===== src/rtl/uart_pkg.sv =====
// Shared UART definitions: control-character codes and the hex command parser state type.
package uart_pkg;

  localparam logic [7:0] CHAR_BS  = 8'h08;
  localparam logic [7:0] CHAR_LF  = 8'h0A;
  localparam logic [7:0] CHAR_CR  = 8'h0D;
  localparam logic [7:0] CHAR_ESC = 8'h1B;

  typedef enum logic [1:0] {
    IDLE  = 2'd0,
    ACCUM = 2'd1,
    ERR   = 2'd2
  } hex_cmd_state_t;

endpackage


===== src/rtl/ascii_hex_nib.sv =====
// Combinational ASCII hex digit decoder: flags 0-9/a-f/A-F and returns the nibble value.
module ascii_hex_nib (
  input  logic [7:0] rx_data,
  output logic       is_hex,
  output logic [3:0] nib
);

  always_comb begin
    is_hex = 1'b0;
    nib    = 4'h0;
    if (rx_data >= 8'h30 && rx_data <= 8'h39) begin
      is_hex = 1'b1;
      nib    = rx_data[3:0];
    end else if ((rx_data >= 8'h41 && rx_data <= 8'h46) ||
                 (rx_data >= 8'h61 && rx_data <= 8'h66)) begin
      // Low nibble of 'A'/'a' is 1, so adding 9 maps the letters onto 10..15.
      is_hex = 1'b1;
      nib    = rx_data[3:0] + 4'd9;
    end
  end

endmodule


===== src/rtl/uart_hex_cmd.sv =====
// Accumulates ASCII hex digits from the UART receiver, commits the value on CR,
// and echoes every received byte back to the transmitter.
module uart_hex_cmd
  import uart_pkg::*;
#(
  parameter int NDIG = 4
) (
  input  logic                       clk,
  input  logic                       reset,
  input  logic                       rx_done,
  input  logic [7:0]                 rx_data,
  output logic [4*NDIG-1:0]          value,
  output logic                       value_valid,
  output logic                       err,
  output logic [$clog2(NDIG+1)-1:0]  digit_cnt,
  output logic                       echo_start,
  output logic [7:0]                 echo_data
);

  localparam int W  = 4 * NDIG;
  localparam int CW = $clog2(NDIG + 1);

  hex_cmd_state_t state, state_nxt;
  logic [W-1:0]   acc, acc_nxt;
  logic [CW-1:0]  cnt, cnt_nxt;
  logic           commit, err_set;
  logic           is_hex;
  logic [3:0]     nib;

  ascii_hex_nib u_nib (
    .rx_data (rx_data),
    .is_hex  (is_hex),
    .nib     (nib)
  );

  always_comb begin
    state_nxt = state;
    acc_nxt   = acc;
    cnt_nxt   = cnt;
    commit    = 1'b0;
    err_set   = 1'b0;
    if (rx_done) begin
      if (is_hex) begin
        case (state)
          IDLE: begin
            acc_nxt   = W'(nib);
            cnt_nxt   = CW'(1);
            state_nxt = ACCUM;
          end
          ACCUM: begin
            if (cnt < CW'(NDIG)) begin
              acc_nxt = {acc[W-5:0], nib};
              cnt_nxt = cnt + CW'(1);
            end else begin
              err_set   = 1'b1;
              state_nxt = ERR;
            end
          end
          default: ;
        endcase
      end else begin
        case (rx_data)
          CHAR_CR: begin
            commit    = (state == ACCUM);
            acc_nxt   = '0;
            cnt_nxt   = '0;
            state_nxt = IDLE;
          end
          CHAR_ESC: begin
            acc_nxt   = '0;
            cnt_nxt   = '0;
            state_nxt = IDLE;
          end
          CHAR_BS: begin
            if (state == ACCUM) begin
              acc_nxt = acc >> 4;
              cnt_nxt = cnt - CW'(1);
              if (cnt == CW'(1)) state_nxt = IDLE;
            end
          end
          CHAR_LF: ;
          default: begin
            // Illegal byte: the digits so far stay frozen until CR or ESC.
            err_set = 1'b1;
            if (state == ACCUM) state_nxt = ERR;
          end
        endcase
      end
    end
  end

  always_ff @(posedge clk) begin
    if (reset) begin
      state       <= IDLE;
      acc         <= '0;
      cnt         <= '0;
      value       <= '0;
      value_valid <= 1'b0;
      err         <= 1'b0;
      echo_start  <= 1'b0;
      echo_data   <= 8'h00;
    end else begin
      state       <= state_nxt;
      acc         <= acc_nxt;
      cnt         <= cnt_nxt;
      value_valid <= commit;
      err         <= err_set;
      echo_start  <= rx_done;
      if (rx_done) echo_data <= rx_data;
      if (commit)  value     <= acc;
    end
  end

  assign digit_cnt = cnt;

endmodule


===== config.mk =====
export PLATFORM = sky130hd
export DESIGN_NAME = uart_hex_cmd
export DESIGN_NICKNAME = d
export VERILOG_FILES = /design/src/rtl/uart_pkg.sv /design/src/rtl/ascii_hex_nib.sv /design/src/rtl/uart_hex_cmd.sv
export SDC_FILE = /design/constraint.sdc
export NUM_CORES = 1
export LEC_CHECK = 0
export BUFFER_PORTS_ARGS = -buffer_cell sky130_fd_sc_hd__buf_2
export CAP_MARGIN = 20
export CORE_MARGIN = 1
export CORE_UTILIZATION = 52
export CTS_BUF_LIST = sky130_fd_sc_hd__clkbuf_2 sky130_fd_sc_hd__clkbuf_4 sky130_fd_sc_hd__clkbuf_8
export DETAILED_ROUTE_END_ITERATION = 10
export PLACE_DENSITY = 0.78
export SKIP_CTS_REPAIR_TIMING = 1
export SYNTH_ARGS = -nofsm -noshare
export SYNTH_HDL_FRONTEND = slang
export SYNTH_SLANG_ARGS = --single-unit

===== constraint.sdc =====
create_clock -name clk -period 1.95 [get_ports clk]
set_input_delay 0.195 -clock clk [delete_from_list [all_inputs] [get_ports clk]]
set_output_delay 0.195 -clock clk [all_outputs]
set_load 0.02 [all_outputs]

Word-level counts from Yosys, hierarchy flattened. Cells that the tools add are included.

Shift operators: 0. Magnitude comparators: 7. $add $sub $neg: 3. Div/mod/pow operators: 0. Reductions and logical operators: 12. Multiplexer cells: 28. Equality and inequality tests: 12. Multiply operators: 0. Bitwise operators: 1.

Operators by type and width (number): 16-bit one-hot mux with 2 select lines (2); 16-bit 2-to-1 mux (3); 8-bit by 4-bit equality test with 1-bit output, second input constant (3); 8-bit by 7-bit greater-or-equal comparator with 1-bit output, second input constant (2); 8-bit by 7-bit less-or-equal comparator with 1-bit output, second input constant (2); 3-bit != test, second input constant (4); 3-bit one-hot mux with 2 select lines (2); 2-bit 2-to-1 mux (5); 1-bit 2-to-1 mux (9); 3-bit 2-to-1 mux (3); 8-bit by 5-bit equality test with 1-bit output, second input constant (1); 8-bit by 6-bit greater-or-equal comparator with 1-bit output, second input constant (1); 8-bit by 6-bit less-or-equal comparator with 1-bit output, second input constant (1); 4-bit 2-to-1 mux (2); 7-bit AND reduction (1); 2-bit one-hot mux with 3 select lines (1); 3-bit nonzero test (2); 5-bit AND reduction (1); 4-bit adder, second input constant (1); 2-bit one-hot mux with 2 select lines (1); 2-bit OR reduction (2); 4-bit OR reduction (1); 3-bit by 1-bit adder with 3-bit output, second input constant (1); 3-bit by 1-bit equality test with 1-bit output, second input constant (1); 9 further kinds (11).

Bits in read-only memories: 0. Latch bits: 0. Memories: 0. Output and inout port bits: 30. Register bits: 48. Memory bits (writable): 0. Logic and storage cells: 71. Input port bits: 11.

Depth between registers and ports, before layout. Gate-level depths: netlist of the first run.

Word-level depth: 8. Gate-level depth with buffers: 9.

Modules after synthesis. Synthesis of the first run repeated with hierarchy kept, for this count alone.

Cells, all modules: 260. Area total of the unflattened synthesis: 2431.1 um2.

By module, submodules not included: uart_hex_cmd (times used 1, cells each 235, area each 2227.1 um2, seq. area each 960.9 um2); ascii_hex_nib (times used 1, cells each 25, area each 203.9 um2, seq. area each 0.0 um2).

Worst setup path after synthesis of the first run. OpenSTA, ideal clock, no wires.

Path type: input to register. Start point: input rx_data[0]. End point: register acc[1]. Stages: 9. Arrival time: 1.864 ns. Slack: -0.040 ns. Cell sequence: inv_1 > ha_1 > o21bai_4 > a2111oi_2 > o2111a_2 > or2_1 > buf_6 > buf_8 > a21oi_2.

Cells in the longest elaborated chain, start to end: 8.

RTL lines: start, declared (line uart_hex_cmd.sv:11) `input logic [7:0] rx_data,`; 8-bit by 7-bit greater-or-equal comparator with 1-bit output (tied with other cells) (line ascii_hex_nib.sv:14) `end else if ((rx_data >= 8'h41 && rx_data <= 8'h46) ||`; 1-bit logical AND (on tied branches) (line ascii_hex_nib.sv:14, ascii_hex_nib.sv:15); 1-bit logical OR (line ascii_hex_nib.sv:14); 4-bit 2-to-1 mux (line ascii_hex_nib.sv:14); 4-bit 2-to-1 mux (line ascii_hex_nib.sv:11) `if (rx_data >= 8'h30 && rx_data <= 8'h39) begin`; 16-bit 2-to-1 mux (line uart_hex_cmd.sv:51) `if (cnt < CW'(NDIG)) begin`; 16-bit one-hot mux with 2 select lines (line uart_hex_cmd.sv:44) `case (state)`; 16-bit 2-to-1 mux (line uart_hex_cmd.sv:43) `if (is_hex) begin`; end signal, assigned (line uart_hex_cmd.sv:104) `acc <= acc_nxt;`; end, declared (line uart_hex_cmd.sv:24) `logic [W-1:0] acc, acc_nxt;`.

Parallel ways exist; a longest one is shown, timed or not. The select of a mux whose other input is x is not followed. A chain may end at the register's enable or synchronous reset.

Worst setup path after layout of the first run.
Start point: register cnt[0] (netlist: digit_cnt[0]). End point: register state[0].

Cells in the longest elaborated chain, start to end: 3.

RTL lines: start, declared (line uart_hex_cmd.sv:25) `logic [CW-1:0] cnt, cnt_nxt;`; start signal, assigned (line uart_hex_cmd.sv:105) `cnt <= cnt_nxt;`; 3-bit < comparator or 3-bit by 1-bit equality test with 1-bit output (tied branches) (line uart_hex_cmd.sv:51, uart_hex_cmd.sv:78); 3-bit != test (no source line); 7-bit AND reduction (no source line) *; end signal, assigned (line uart_hex_cmd.sv:103) `state <= state_nxt;`; end, declared (line uart_hex_cmd.sv:23) `hex_cmd_state_t state, state_nxt;`.

Every way passes the cells marked *; elsewhere a longest branch is shown, timed or not.

==> metrics.cfg, run 1 <==
[status]
status = completed

[timing]
period_share = 0.8987
final-hold-violation-count = 0
slew_viol_final = 0
fmax_mhz = 570.7
slew_headroom = 0.6915
grt_setup_unrepaired = false
fin_crit_ns = 1.752
skew_ns = 0.008213
finalHoldWorstSlack_ns = 0.1898
setup_viol = 0
worst_pin_slew_ns = 0.4623

[route]
via_per_inst = 5.703
met1_length_microns = 2621
wl_met2_microns = 2618
first_pass_iters = 4
ant_nets = 0
drc = 0
vias = 2167
post_drt_wl_per_cell_microns = 14.75
totalWireLength_microns = 5606
drtIter0Drc = 173
dr_wl_met3_microns = 243
routed.top_layer = met4

[placement]
gp_congestion = 0.8608
place_inst = 372
hpwl_microns = 4102
dpl_cell_area_sq_um = 2780
numPortBuffers = 40

[run]
cap_viol_max_count = 0

[power_and_ir_drop]
p_leak_nw = 1.233
peakVddDrop_v = 0.0005260
power_mw = 1.979
pwr_density_cell_nw_per_um2 = 682.2

[final_layout]
post-route-cell-area_sq_um = 2902
antenna_cells = 0
nNetsFinal = 346
area_growth_pct = 24.14
drive_gt1_frac = 0.3110
stdcell_count = 380

[clock_tree]
clk_pin_slew_ns = 0.09
cts_max_level = 2
numCtsBuffers = 5
cts_root_buf = clkbuf_8
clk_latency_ns = 0.30
cts_buffer_depth = 2
cts_tree = yes
cts_sinks = 48

[logic_synthesis]
yosys.area_share.adder = 0.04283
synth_simple_gate_area_share = 0.1617
synth_area_leaders = dfxtp_1 41%, nand2_1 6.7%, a21oi_1 4.9%
synth_top_area_cell = dfxtp_1
yosysWarnings = 0
netlist_instances = 262
synth_common_cells = 48 x dfxtp_1, 42 x nand2_1, 23 x a21oi_1, 16 x nor2_1
synth_xor_area_frac = 0
synth_top_family_by_area = compound AO/OA/AOI/OAI gates
synth_top_area_frac = 0.4111
ys_seq_area_frac = 0.4111
synth-main-ff-cell = dfxtp_1
synth_cell_types = 50
async_flop_share = 0
synth_compound_area_frac = 0.2918
syn_avg_cell_area_sq_um = 8.921
netlist_area_sq_um = 2337
synth_most_common_cell = dfxtp_1
synth.area.mux_share = 0.02998
synth-edff-count = 0
synth_fp_nets = 281
synth_seq_cells = 48

[floorplanning]
start_util = 0.5405
core_area_sq_um = 4324
io_pins = 41
dieHeight_microns = 69.04
die_area_sq_um = 4767
rows = 24
die_x_microns = 69.04

[setup_path]
cp_max_fo = 5
path_class = register to register
crit_path_start_kind = register
critical_path.max_stage_delay_ns = 0.51
arrival_ns = 1.98
slowest_stage = or4_1
endpoint_kind = register
rr_startpoint = digit_cnt[0]$_SDFFE_PP0P_
worstPathCellList = ha_1 -> nand2b_1 -> a21oi_1 -> o21ai_0 -> or4_1 -> a31oi_1
critPathRequiredTime_ns = 2.18
cp-startpoint = digit_cnt[0]$_SDFFE_PP0P_

[grt]
grt_util_all_layers = 0.2461
antenna_found_initial = 0
first_global_vias = 2018
grt_max_degree = 25
grt_pass1_wl_microns = 9528
overflow = 0

[worst_hold_path]
worst_hold_path_type = input port to register
hold_start = rx_data[5]

-- cell type report --
cell class / count / area (sq um)
fill: 383 / 1423
multi-input combinational: 184 / 1242
sequential: 48 / 960.9
timing repair buffer: 75 / 462.9
clock buffer: 6 / 82.58
tap: 52 / 65.06
inverter: 13 / 48.80
clock inverter: 2 / 38.79
-- cell usage in the layout (no fill, tap or decap), types with 2 or more instances in the layout --
cell type  instances
a21oi_1           23
o32ai_1            4
dfxtp_1           48
a21oi_2           12
a22oi_1            9
o211a_1            2
nor3b_1            2
clkbuf_8           6
nor2_1            16
a211oi_1           2
nand4_1            2
inv_1             13
mux2i_1            7
nor3_1             2
o31ai_1           13
nor2b_1            3
nand3_1            3
and2_1             2
o21ai_0            4
buf_2             40
a31oi_1            2
buf_4             35
a22o_1             2
a221oi_1           2
and3_1             2
nand2_1           42
ha_1               8
-- stage by stage --
step           setup slack, ns    util  setup TNS (ns)
2_1_floorplan          0.05982       -               0
3_3_place_gp          -0.08735  0.6429         -0.4634
3_5_place_dp          -0.07910  0.6429         -0.5058
4_1_cts                 0.2088  0.6710               0
5_1_grt                 0.1003  0.6710               0
6_report                0.1976  0.6710               0
-- logic make-up (layout without fill, tap and decap cells) --
group,Yosys count,in the layout
compound gates,88,88
mux,7,7
fa+ha+maj,8,8
simple gates,81,81
buf+inv,30,96
flops,48,48
-- sequential cells by signal, indices dropped and copies added (netlist names) --
signal / cells
acc: 16
digit_cnt: 3
echo_data: 8
echo_start: 1
err: 1
state: 2
value: 16
value_valid: 1
-- worst max-delay path, delay by kind of cell, from the launching register on --
family	cells	cell delay, ns
AND/OR/NAND/NOR	2	0.58
AO/OA/AOI/OAI	3	0.45
flip-flops	1	0.45
adder cells (fa/ha/maj)	1	0.20
-- per-layer routing --
metal / up-vias / track usage
li1: 1079 / -
met1: 1000 / 0.3284
met2: 74 / 0.4002
met3: 14 / 0.04971
met4: 0 / 0.07483
met5: - / 0
-- power by group --
group          total (mW)  switching [mW]  internal [mW]  leakage (nW)
registers            1.02          0.0170           1.00         0.389
logic               0.206           0.120         0.0856         0.782
clock network       0.754           0.335          0.419        0.0614
total                1.98           0.472           1.51          1.23
-- worst paths after layout --
check	end	cells past startpoint	slack, ns
hold reg to reg	value[10]$_SDFFE_PP0P_	2	0.45
hold / removal	echo_data[5]$_SDFFE_PP0P_	3	0.19
setup reg to reg	state[0]$_SDFFE_PP0P_	6	0.20
setup / recovery	state[0]$_SDFFE_PP0P_	6	0.20
(Power assumes the default switching activity.)
==> run 2, diff against run 1 <==
--- a/config.mk
+++ b/config.mk
@@ -12,6 +12,7 @@
 export CTS_BUF_LIST = sky130_fd_sc_hd__clkbuf_2 sky130_fd_sc_hd__clkbuf_4 sky130_fd_sc_hd__clkbuf_8
 export DETAILED_ROUTE_END_ITERATION = 10
 export PLACE_DENSITY = 0.78
+export REMOVE_ABC_BUFFERS = 1
 export SKIP_CTS_REPAIR_TIMING = 1
 export SYNTH_ARGS = -nofsm -noshare
 export SYNTH_HDL_FRONTEND = slang
==> metrics.cfg, run 2 (synthesized netlist as in run 1, its figures left out) <==
[timing]
fin_setup_tns_ns = 0  ; unchanged
fmax_mhz = 555.6  ; was 570.7 MHz
skew_ns = 0.006179  ; was 0.008213 ns
setup_viol = 0  ; unchanged
final-hold-violation-count = 0  ; unchanged
period_share = 0.9231  ; was 0.8987
finalHoldWorstSlack_ns = 0.1824  ; was 0.1898 ns
slew_headroom = 0.7025  ; was 0.6915
fin_crit_ns = 1.800  ; was 1.752 ns
grt_setup_unrepaired = false  ; unchanged
slew_viol_final = 0  ; unchanged
worst_pin_slew_ns = 0.4458  ; was 0.4623 ns

[setup_path]
rr_startpoint = state[1]$_SDFFE_PP0P_  ; was digit_cnt[0]$_SDFFE_PP0P_
worst_r2r_path_depth = 6  ; unchanged
arrival_ns = 2.01  ; was 1.98 ns
crit_path_start_kind = input port  ; was register
r2r-end = acc[13]$_SDFFE_PP0P_  ; was state[0]$_SDFFE_PP0P_
endpoint_kind = register  ; unchanged
critPathRequiredTime_ns = 2.16  ; was 2.18 ns
r2r_setup_slack_ns = 0.22  ; was 0.20 ns
cp_max_fo = 4  ; was 5
path_class = input port to register  ; was register to register

[grt]
grt_util_all_layers = 0.2409  ; was 0.2461
first_global_vias = 2098  ; was 2018
grt_max_degree = 21  ; was 25
grt_pass1_wl_microns = 9439  ; was 9528 microns
antenna_found_initial = 0  ; unchanged
overflow = 0  ; unchanged

[clock_tree]
cts_tree = yes  ; unchanged
cts_root_buf = clkbuf_8  ; unchanged
numCtsBuffers = 5  ; unchanged
cts_sinks = 48  ; unchanged
cts_buffer_depth = 2  ; unchanged
cts_max_level = 2  ; unchanged
clk_pin_slew_ns = 0.08  ; was 0.09 ns
clk_latency_ns = 0.30  ; about the same

[power_and_ir_drop]
pwr_density_cell_nw_per_um2 = 675.0  ; was 682.2 nW/um^2
peakVddDrop_v = 0.0005262  ; was 0.0005260 V
power_mw = 1.947  ; was 1.979 mW
p_leak_nw = 1.233  ; about the same

[placement]
dpl_cell_area_sq_um = 2768  ; was 2780 sq um
gp_congestion = 0.8605  ; was 0.8608
numPortBuffers = 40  ; unchanged
hpwl_microns = 4064  ; was 4102 microns
place_inst = 372  ; unchanged

[worst_hold_path]
worst_hold_path_type = input port to register  ; unchanged
hold_start = rx_data[5]  ; unchanged
whs_path_depth = 3  ; unchanged
hold_end = echo_data[5]$_SDFFE_PP0P_  ; unchanged

[floorplanning]
start_util = 0.5405  ; unchanged
die_x_microns = 69.04  ; unchanged
dieHeight_microns = 69.04  ; unchanged
core_area_sq_um = 4324  ; unchanged
rows = 24  ; unchanged
io_pins = 41  ; unchanged
die_area_sq_um = 4767  ; unchanged

[final_layout]
area_growth_pct = 23.39  ; was 24.14%
stdcell_count = 380  ; unchanged
largestRegisters = acc (16), value (16), echo_data (8)  ; unchanged
multi_input_area_sq_um = 1235  ; was 1242 sq um
seq_area_sq_um = 960.9  ; unchanged
final_common_cell = dfxtp_1  ; unchanged
fillers = 370  ; was 383
nNetsFinal = 346  ; unchanged
antenna_cells = 0  ; unchanged
drive_gt1_frac = 0.3140  ; was 0.3110
post-route-cell-area_sq_um = 2884  ; was 2902 sq um
mostFrequentLayoutCells = 48 x dfxtp_1, 42 x nand2_1, 40 x buf_2, 35 x buf_4, 23 x a21oi_1  ; unchanged

[route]
post_drt_wl_per_cell_microns = 14.42  ; was 14.75 microns
via_per_inst = 5.574  ; was 5.703
vias = 2118  ; was 2167
first_pass_iters = 4  ; unchanged
ant_nets = 0  ; unchanged
drtIter0Drc = 101  ; was 173
drc = 0  ; unchanged
totalWireLength_microns = 5481  ; was 5606 microns

[status]
status = completed  ; unchanged

[run]
cap_viol_max_count = 0  ; unchanged

==> run 2: cell counts in the layout (fill, tap and decap cells not counted) <==
No cell type changed its count.
==> run 2: worst max path at each step <==
stage,cells after the start,end,start
floorplan,7,acc[2]$_SDFFE_PP0P_,rx_data[0]
global placement,10,acc[15]$_SDFFE_PP0P_,rx_data[0]
finish,10,acc[13]$_SDFFE_PP0P_,rx_data[0]
detailed placement,10,acc[13]$_SDFFE_PP0P_,rx_data[1]
global route,10,acc[14]$_SDFFE_PP0P_,rx_data[0]
CTS,10,acc[13]$_SDFFE_PP0P_,rx_data[1]
==> run 2: stage by stage <==
step / setup slack, ns / utilization
floorplan: -0.4570 / -
global placement: -0.04734 / 0.6400
detailed placement: -0.1509 / 0.6400
CTS: 0.1695 / 0.6658
global route: 0.05714 / 0.6670
finish: 0.1500 / 0.6670
==> run 2: per-layer routing <==
layer / vias up / global-route usage / part of all wire
met3: 8 / 0.05848 / 0.037
met4: 0 / 0.09297 / 0.014
li1: 1080 / - / -
met5: - / 0 / 0
met2: 49 / 0.3883 / 0.47
met1: 981 / 0.3097 / 0.47
==> run 2: final cells by class <==
class / instances / share of cell area
clock buffers: 6 / 0.02646
clock inverters: 2 / 0.01215
well taps: 52 / 0.02256
repair buffers: 75 / 0.1605
multi-input cells: 184 / 0.4282
inverters: 13 / 0.01692
flip-flops and latches: 48 / 0.3332
==> run 2: critical path, stage by stage <==
cell     delay (ns)
buf_2          0.11
inv_1          0.06
ha_1           0.23
nor3b_2        0.17
buf_4          0.14
a311o_1        0.38
a21oi_2        0.24
nand3_1        0.16
buf_4          0.20
o32ai_1        0.12
==> run 2: report_power, final <==
group | internal, mW | leakage [nW] | switching (mW)
logic | 0.0858 | 0.785 | 0.119
registers | 1.00 | 0.389 | 0.0159
clock network | 0.395 | 0.0586 | 0.329
==> run 3, diff against run 2 <==
--- a/config.mk
+++ b/config.mk
@@ -5,13 +5,13 @@
 export SDC_FILE = /design/constraint.sdc
 export NUM_CORES = 1
 export LEC_CHECK = 0
-export BUFFER_PORTS_ARGS = -buffer_cell sky130_fd_sc_hd__buf_2
 export CAP_MARGIN = 20
 export CORE_MARGIN = 1
-export CORE_UTILIZATION = 52
+export CORE_UTILIZATION = 55
 export CTS_BUF_LIST = sky130_fd_sc_hd__clkbuf_2 sky130_fd_sc_hd__clkbuf_4 sky130_fd_sc_hd__clkbuf_8
 export DETAILED_ROUTE_END_ITERATION = 10
-export PLACE_DENSITY = 0.78
+export DONT_BUFFER_PORTS = 1
+export PLACE_DENSITY = 0.73
 export REMOVE_ABC_BUFFERS = 1
 export SKIP_CTS_REPAIR_TIMING = 1
 export SYNTH_ARGS = -nofsm -noshare
==> metrics.cfg, run 3 (synthesized netlist as in run 1, its figures left out) <==
[clock_tree]
clk_latency_ns = 0.30  ; about the same
cts_max_level = 2  ; unchanged
cts_tree = yes  ; unchanged
cts_buffer_depth = 2  ; unchanged
clk_pin_slew_ns = 0.09  ; was 0.08 ns
numCtsBuffers = 5  ; unchanged
cts_sinks = 48  ; unchanged
cts_root_buf = clkbuf_8  ; unchanged

[placement]
place_inst = 315  ; was 372
gp_congestion = 0.8260  ; was 0.8605
hpwl_microns = 3566  ; was 4064 microns
numPortBuffers = 0  ; was 40
dpl_cell_area_sq_um = 2465  ; was 2768 sq um

[grt]
grt_pass1_wl_microns = 8625  ; was 9439 microns
antenna_found_initial = 0  ; unchanged
overflow = 0  ; unchanged
grt_max_degree = 38  ; was 21
use_met3 = 0.05405  ; was 0.05848
grt_use_met2 = 0.4213  ; was 0.3883
grtUsageMet1 = 0.3326  ; was 0.3097
grt_busiest_layer = met2  ; unchanged
grt_util_all_layers = 0.2559  ; was 0.2409
first_global_vias = 1796  ; was 2098

[route]
post_drt_wl_per_cell_microns = 16.37  ; was 14.42 microns
vias = 1941  ; was 2118
drtIter0Drc = 120  ; was 101
first_pass_iters = 4  ; unchanged
via_per_inst = 5.991  ; was 5.574
ant_nets = 0  ; unchanged
totalWireLength_microns = 5304  ; was 5481 microns
drc = 0  ; unchanged

[final_layout]
seq_area_sq_um = 960.9  ; unchanged
multi_input_area_sq_um = 1230  ; was 1235 sq um
nNetsFinal = 292  ; was 346
largestRegisters = acc (16), value (16), echo_data (8)  ; unchanged
mostFrequentLayoutCells = 48 x dfxtp_1, 42 x nand2_1, 23 x a21oi_1, 19 x buf_4, 16 x nor2_1  ; was 48 x dfxtp_1, 42 x nand2_1, 40 x buf_2, 35 x buf_4, 23 x a21oi_1
stdcell_count = 324  ; was 380
final_common_cell = dfxtp_1  ; unchanged
area_growth_pct = 11.51  ; was 23.39%
antenna_cells = 0  ; unchanged
fillers = 338  ; was 370
post-route-cell-area_sq_um = 2606  ; was 2884 sq um
drive_gt1_frac = 0.1752  ; was 0.3140

[power_and_ir_drop]
clockPowerShare = 0.392  ; was 0.372
p_leak_nw = 0.9722  ; was 1.233 nW
p_comb_frac = 0.068  ; was 0.105
p_int_mw = 1.481  ; was 1.483 mW
peakVddDrop_v = 0.0005231  ; was 0.0005262 V
swShare = 0.2277  ; was 0.2383
switching_power_mw = 0.4366  ; was 0.4638 mW
pwr_density_cell_nw_per_um2 = 735.6  ; was 675.0 nW/um^2
pwr-share-seq = 0.540  ; was 0.523
power_mw = 1.917  ; was 1.947 mW

[setup_path]
crit_path_start_kind = input port  ; unchanged
cp_max_fo = 8  ; was 4
arrival_ns = 1.92  ; was 2.01 ns
path_class = input port to register  ; unchanged
endpoint_kind = register  ; unchanged
critPathRequiredTime_ns = 2.17  ; was 2.16 ns

[timing]
final-hold-violation-count = 0  ; unchanged
worst_pin_slew_ns = 0.4618  ; was 0.4458 ns
period_share = 0.8721  ; was 0.9231
skew_ns = 0.003045  ; was 0.006179 ns
slew_viol_final = 0  ; unchanged
fmax_mhz = 588.0  ; was 555.6 MHz
fin_crit_ns = 1.701  ; was 1.800 ns
setup_viol = 0  ; unchanged
grt_setup_unrepaired = false  ; unchanged
slew_headroom = 0.6918  ; was 0.7025

[floorplanning]
start_util = 0.5801  ; was 0.5405
io_pins = 41  ; unchanged
die_x_microns = 67.19  ; was 69.04 microns
core_area_sq_um = 4029  ; was 4324 sq um
die_area_sq_um = 4515  ; was 4767 sq um
dieHeight_microns = 67.19  ; was 69.04 microns
rows = 23  ; was 24

[status]
status = completed  ; unchanged

[worst_hold_path]
worst_hold_path_type = input port to register  ; unchanged

[run]
cap_viol_max_count = 0  ; unchanged

[run 3: cell count changes in the layout (fill, tap and decap cells not counted), sizes merged]
cell	change
buf	-54
[run 3: layout make-up]
type,instances,area share
clock buffer,6,0.03169
timing repair buffer,21,0.07009
sequential,48,0.3687
inverter,13,0.01872
clock inverter,2,0.01488
tap,50,0.02400
multi-input combinational,184,0.4719
[run 3: critical path: stages]
cell and delay (ns):
inv_1 0.05, ha_1 0.25, nor3b_1 0.16, buf_4 0.14
a311o_1 0.40, a21oi_2 0.24, buf_4 0.18, a21oi_2 0.06
a221oi_2 0.25
[run 3: routing by layer]
layer / part of all wire / wire length (microns)
met1: 0.47 / 2512
met2: 0.47 / 2502
met3: 0.042 / 223
met4: 0.012 / 65
met5: 0 / 0
[run 3: path summary, 6_finish.rpt]
kind | from | to | slack (ns) | cells past startpoint
setup / recovery | rx_data[0] | digit_cnt[2]$_SDFFE_PP0P_ | 0.25 | 9
hold / removal | reset | acc[14]$_SDFFE_PP0P_ | 0.004 | 1
setup reg to reg | state[1]$_SDFFE_PP0P_ | digit_cnt[2]$_SDFFE_PP0P_ | 0.29 | 6
hold reg to reg | acc[15]$_SDFFE_PP0P_ | value[15]$_SDFFE_PP0P_ | 0.48 | 2
[run 3: metrics by stage]
stage	utilization	setup TNS (ns)	hold slack, ns	worst slack (ns)
floorplan	-	-7.351	0.2612	-0.4570
finish	0.6469	0	0.004420	0.2493
global placement	0.6118	0	0.2665	0.02320
CTS	0.6419	0	-0.05702	0.2701
global route	0.6469	0	0.001515	0.08357
detailed placement	0.6118	-0.05470	0.2690	-0.02209
[run 3: power by group through the flow]
stage	Sequential, mW	Clock, mW	Combinational (mW)
after floorplan	1.05	0	0.0815
after global placement	1.06	0	0.110
after detailed placement	1.06	0	0.113
after CTS	1.03	0.766	0.115
after global routing	1.04	0.804	0.143
final	1.03	0.752	0.130
